[src/rtl/pong_game_ctrl.sv]
// Game sequencer for the VGA pong datapath: attract/serve/play/miss/over flow,
// ball reload pulses, BCD score and remaining lives, all paced by frame_tick.
module pong_game_ctrl #(
  parameter int LIVES        = 3,
  parameter int SERVE_FRAMES = 60,
  parameter int MISS_FRAMES  = 30,
  parameter int BALL_X0      = 312,
  parameter int BALL_Y0      = 100
) (
  input  logic       clk,
  input  logic       reset,
  input  logic       frame_tick,
  input  logic       start,
  input  logic       paddle_hit,
  input  logic       ball_lost,
  output logic       motion_en,
  output logic       ball_load,
  output logic [9:0] ball_x0,
  output logic [8:0] ball_y0,
  output logic       ball_dir_x0,
  output logic [7:0] score_bcd,
  output logic [3:0] lives,
  output logic [2:0] state,
  output logic       game_over,
  output logic       serve_blink
);

  typedef enum logic [2:0] {
    IDLE  = 3'd0,
    SERVE = 3'd1,
    PLAY  = 3'd2,
    MISS  = 3'd3,
    OVER  = 3'd4
  } state_t;

  localparam logic [3:0] LIVES_INIT = 4'(LIVES);
  localparam logic [7:0] SERVE_INIT = 8'(SERVE_FRAMES);
  localparam logic [7:0] MISS_INIT  = 8'(MISS_FRAMES);

  state_t     st;
  logic [7:0] timer;
  logic       startQ;
  logic       startRise;

  // Two-digit BCD increment that sticks at 99 instead of wrapping.
  function automatic logic [7:0] bcdIncSat(input logic [7:0] v);
    if (v == 8'h99)
      return v;
    if (v[3:0] == 4'd9)
      return {v[7:4] + 4'd1, 4'd0};
    return {v[7:4], v[3:0] + 4'd1};
  endfunction

  assign startRise = start & ~startQ;

  always_ff @(posedge clk or posedge reset) begin
    if (reset) begin
      st          <= IDLE;
      motion_en   <= 1'b0;
      ball_load   <= 1'b0;
      ball_dir_x0 <= 1'b0;
      score_bcd   <= 8'h00;
      lives       <= LIVES_INIT;
      timer       <= 8'd0;
      // Start as if the button were already down, so holding it through reset is not a press.
      startQ      <= 1'b1;
    end else begin
      startQ    <= start;
      ball_load <= 1'b0;
      case (st)
        IDLE, OVER: begin
          if (startRise) begin
            score_bcd   <= 8'h00;
            lives       <= LIVES_INIT;
            timer       <= SERVE_INIT;
            ball_load   <= 1'b1;
            ball_dir_x0 <= ~ball_dir_x0;
            motion_en   <= 1'b0;
            st          <= SERVE;
          end
        end
        SERVE: begin
          if (frame_tick) begin
            if (timer <= 8'd1) begin
              motion_en <= 1'b1;
              st        <= PLAY;
            end else begin
              timer <= timer - 8'd1;
            end
          end
        end
        PLAY: begin
          if (ball_lost) begin
            lives     <= (lives != 4'd0) ? lives - 4'd1 : 4'd0;
            timer     <= MISS_INIT;
            motion_en <= 1'b0;
            st        <= MISS;
          end else if (paddle_hit) begin
            score_bcd <= bcdIncSat(score_bcd);
          end
        end
        MISS: begin
          if (frame_tick) begin
            if (timer <= 8'd1) begin
              if (lives == 4'd0) begin
                st <= OVER;
              end else begin
                ball_load   <= 1'b1;
                ball_dir_x0 <= ~ball_dir_x0;
                timer       <= SERVE_INIT;
                st          <= SERVE;
              end
            end else begin
              timer <= timer - 8'd1;
            end
          end
        end
        default: begin
          motion_en <= 1'b0;
          st        <= IDLE;
        end
      endcase
    end
  end

  assign state       = st;
  assign game_over   = (st == OVER);
  assign serve_blink = (st == SERVE) & timer[3];
  assign ball_x0     = 10'(BALL_X0);
  assign ball_y0     = 9'(BALL_Y0);

endmodule

[config.mk]
export PLATFORM = sky130hd
export DESIGN_NAME = pong_game_ctrl
export DESIGN_NICKNAME = d
export VERILOG_FILES = /design/src/rtl/pong_game_ctrl.sv
export SDC_FILE = /design/constraint.sdc
export NUM_CORES = 1
export LEC_CHECK = 0
export ABC_AREA = 0
export BUFFER_PORTS_ARGS = -buffer_cell sky130_fd_sc_hd__buf_2
export CAP_MARGIN = 0
export CORE_MARGIN = 10
export CORE_UTILIZATION = 45
export DETAILED_ROUTE_END_ITERATION = 7
export PLACE_DENSITY = 0.7
export SETUP_SLACK_MARGIN = 0.4
export SLEW_MARGIN = 20
export SYNTH_ARGS = -nofsm -noshare
export SYNTH_HDL_FRONTEND = slang
export SYNTH_SLANG_ARGS = --single-unit
[constraint.sdc]
create_clock -name clk -period 2.04 [get_ports clk]
set_input_delay 0.408 -clock clk [delete_from_list [all_inputs] [get_ports clk]]
set_output_delay 0.408 -clock clk [all_outputs]
set_load 0.005 [all_outputs]
==> metrics.cfg <==
[synth]
synth_cells=193
synth_area_sq_um=1851
synth-async-reset-ratio=1.000
synth-main-ff-cell=dfrtp_1
yosysWarnings=0
synth_area_leader_cell=dfrtp_1
synth_commonest_cells=dfrtp_1 (24), buf_4 (20), nand2_1 (12)
syn_avg_cell_area_sq_um=9.588
yosysMostFrequentCell=dfrtp_1
yosysSeqAreaShare=0.3671
synthDistinctLibCells=63
synth.area.top_cells=dfrtp_1 (32%), buf_4 (8.1%), dfstp_2 (4.3%)
synth-seq-cells=27
synth_top_area_share=0.3245
synth_edf_count=0

[floorplanning]
dieArea_sq_um=7077
core-area_sq_um=4000
start_util=0.4626
io_pins=45
die_w_um=84.13
dieHeight_um=84.13
rows=23

[timing]
slew_viol_final=0
fmax_mhz=588.2
fin_ws_ps=339.8
rsz0062_at_grt=yes
hold_viol=0
fin_tns_setup_ps=0
skew_ps=2.671
fin_crit_ps=1700
timing.final.crit_share=0.8334
setup_violations=0

[power]
ir_drop_mv=0.5041
p_total_uw=2718
leakagePower_uw=0.001159
power.density_nw_per_um2=1088

[clock_network]
path_clk_slew_ps=90
cts-root-buf=clkbuf_8
clk_latency_ps=280
h-tree-depth=1
cts_tree=done
cts_buffer_depth=2
cts_hold_repair.buffers=0
cts_made_buffers=3
cts_sinks=27

[layout]
register_area_sq_um=685.7
fillers=341
fin_util=0.6243
fin_nets=267
synthToLayoutAreaGrowth_pct=34.96
fin_area_sq_um=2497
drive_gt1_frac=0.4764
multiInputGateArea_sq_um=1187
antennaDiodeCount=0

[worst_setup_path]
crit_arrival_ps=1870
end_kind=flop
critical_path_class=flop to flop
critPathMaxFanout=10
slowest_delay_ps=590
critPathRequiredTime_ps=2210
crit_path_start_kind=flop
path_cells=or4_4 > nand2_2 > a31oi_4 > buf_6 > o211a_1
cp_slowest_cell=or4_4

[global_routing]
grt_pass1_vias=1687
grt_max_degree=28
grt.total_usage=0.1275
grt_pass1_wl_um=7866
grt_overflow=0
antenna_found_initial=0

[drt]
drt_first_iter_violations=42
ant_nets=0
vias=1678
drt-total-wl_um=4965
drt_pre_antenna_iters=4
drc_errors=0
vias_per_cell=5.520
post_drt_wl_per_cell_um=16.33

[place]
io_buffers=25
placed_cell_area_sq_um=1987
gp_congestion=0.7619
hpwlAfterDp_um=3182
place_ws_ps=245.5

[flow_run]
maxCapViolations=0

[hold_path]
hp-class=primary input to async pin

[run_status]
status=finished, final reports clean

==> critical path, delay by kind of cell (launching register included) <==
kind,cells,cell delay (ps)
AND/OR/NAND/NOR,2,710
flip-flops,1,430
buffers and inverters,1,150
AO/OA/AOI/OAI,2,300
==> timing repair <==
action | CTS | global route
setup buffers | 20 | 15
endpoints found under the setup margin | 20 | 23
pin swaps | 9 | 23
gates resized for setup | 18 | 27
cloned | 0 | 0
==> area by class of cell <==
class	instances	area share
inverters	10	0.01653
multi-input cells	147	0.4755
flip-flops and latches	27	0.2745
repair buffers	66	0.1904
well taps	50	0.02505
clock buffers	4	0.01804
==> cells in the final DEF (no fill, tap or decap), drive strengths merged, types with 4 or more instances in the layout <==
cell	count
conb	19
inv	9
nand2	12
o21ai	8
nor4	4
or3	5
nor2	9
a21oi	6
buf	66
clkbuf	4
nand3	8
or4	4
ha	6
a31oi	6
dfrtp	24
==> per-layer routing <==
layer  up-vias  wire, um  GRT usage
met4         0        17    0.02131
met2        34      2567     0.2282
li1        799         -          -
met3         3       248    0.04004
met5         -         0          0
met1       842      2132     0.1454
==> worst paths after layout <==
| check | end | from | slack (ps) | cells after the start |
|---|---|---|---|---|
| min in group clk | startQ | start | 240 | 1 |
| hold reg to reg | motion_en | motion_en | 520 | 1 |
| max in group asynchronous | lives[1] | reset | 1550 | 3 |
| setup / recovery | timer[2] | lives[0] | 340 | 5 |
| hold / removal | timer[2] | reset | 180 | 3 |
| setup reg to reg | timer[2] | lives[0] | 340 | 5 |
==> power breakdown <==
group / switching (uW) / total (uW) / leakage (uW) / internal [uW]
clock: 171 / 311 / 0.0000228 / 140
combinational: 713 / 1490 / 0.000804 / 775
sequential: 202 / 918 / 0.000332 / 716
total: 1090 / 2720 / 0.00116 / 1630
==> per-stage QoR <==
step / cells / hold slack, ps
after floorplan: 210 / 412.5
after global placement: 265 / 492.5
after detailed placement: 265 / 481.3
after CTS: 289 / 190.8
after global routing: 304 / 197.3
final: 304 / 183.7
==> kinds of logic after synthesis <==
kind of cell             share of synthesized area
AND/OR/NAND/NOR                             0.2400
buffers and inverters                       0.1163
flip-flops                                  0.3671
multiplexers                               0.02434
adder cells (fa/ha/maj)                    0.04057
XOR/XNOR                                  0.009468
other                                     0.004058
AO/OA/AOI/OAI                               0.1981
==> state kept, by name (all words and copies together), names as in the netlist <==
register / count
ball_dir_x0: 1
ball_load: 1
lives: 4
motion_en: 1
score_bcd: 8
startQ: 1
state: 3
timer: 8
No activity file was read; power rests on OpenSTA's default activity.
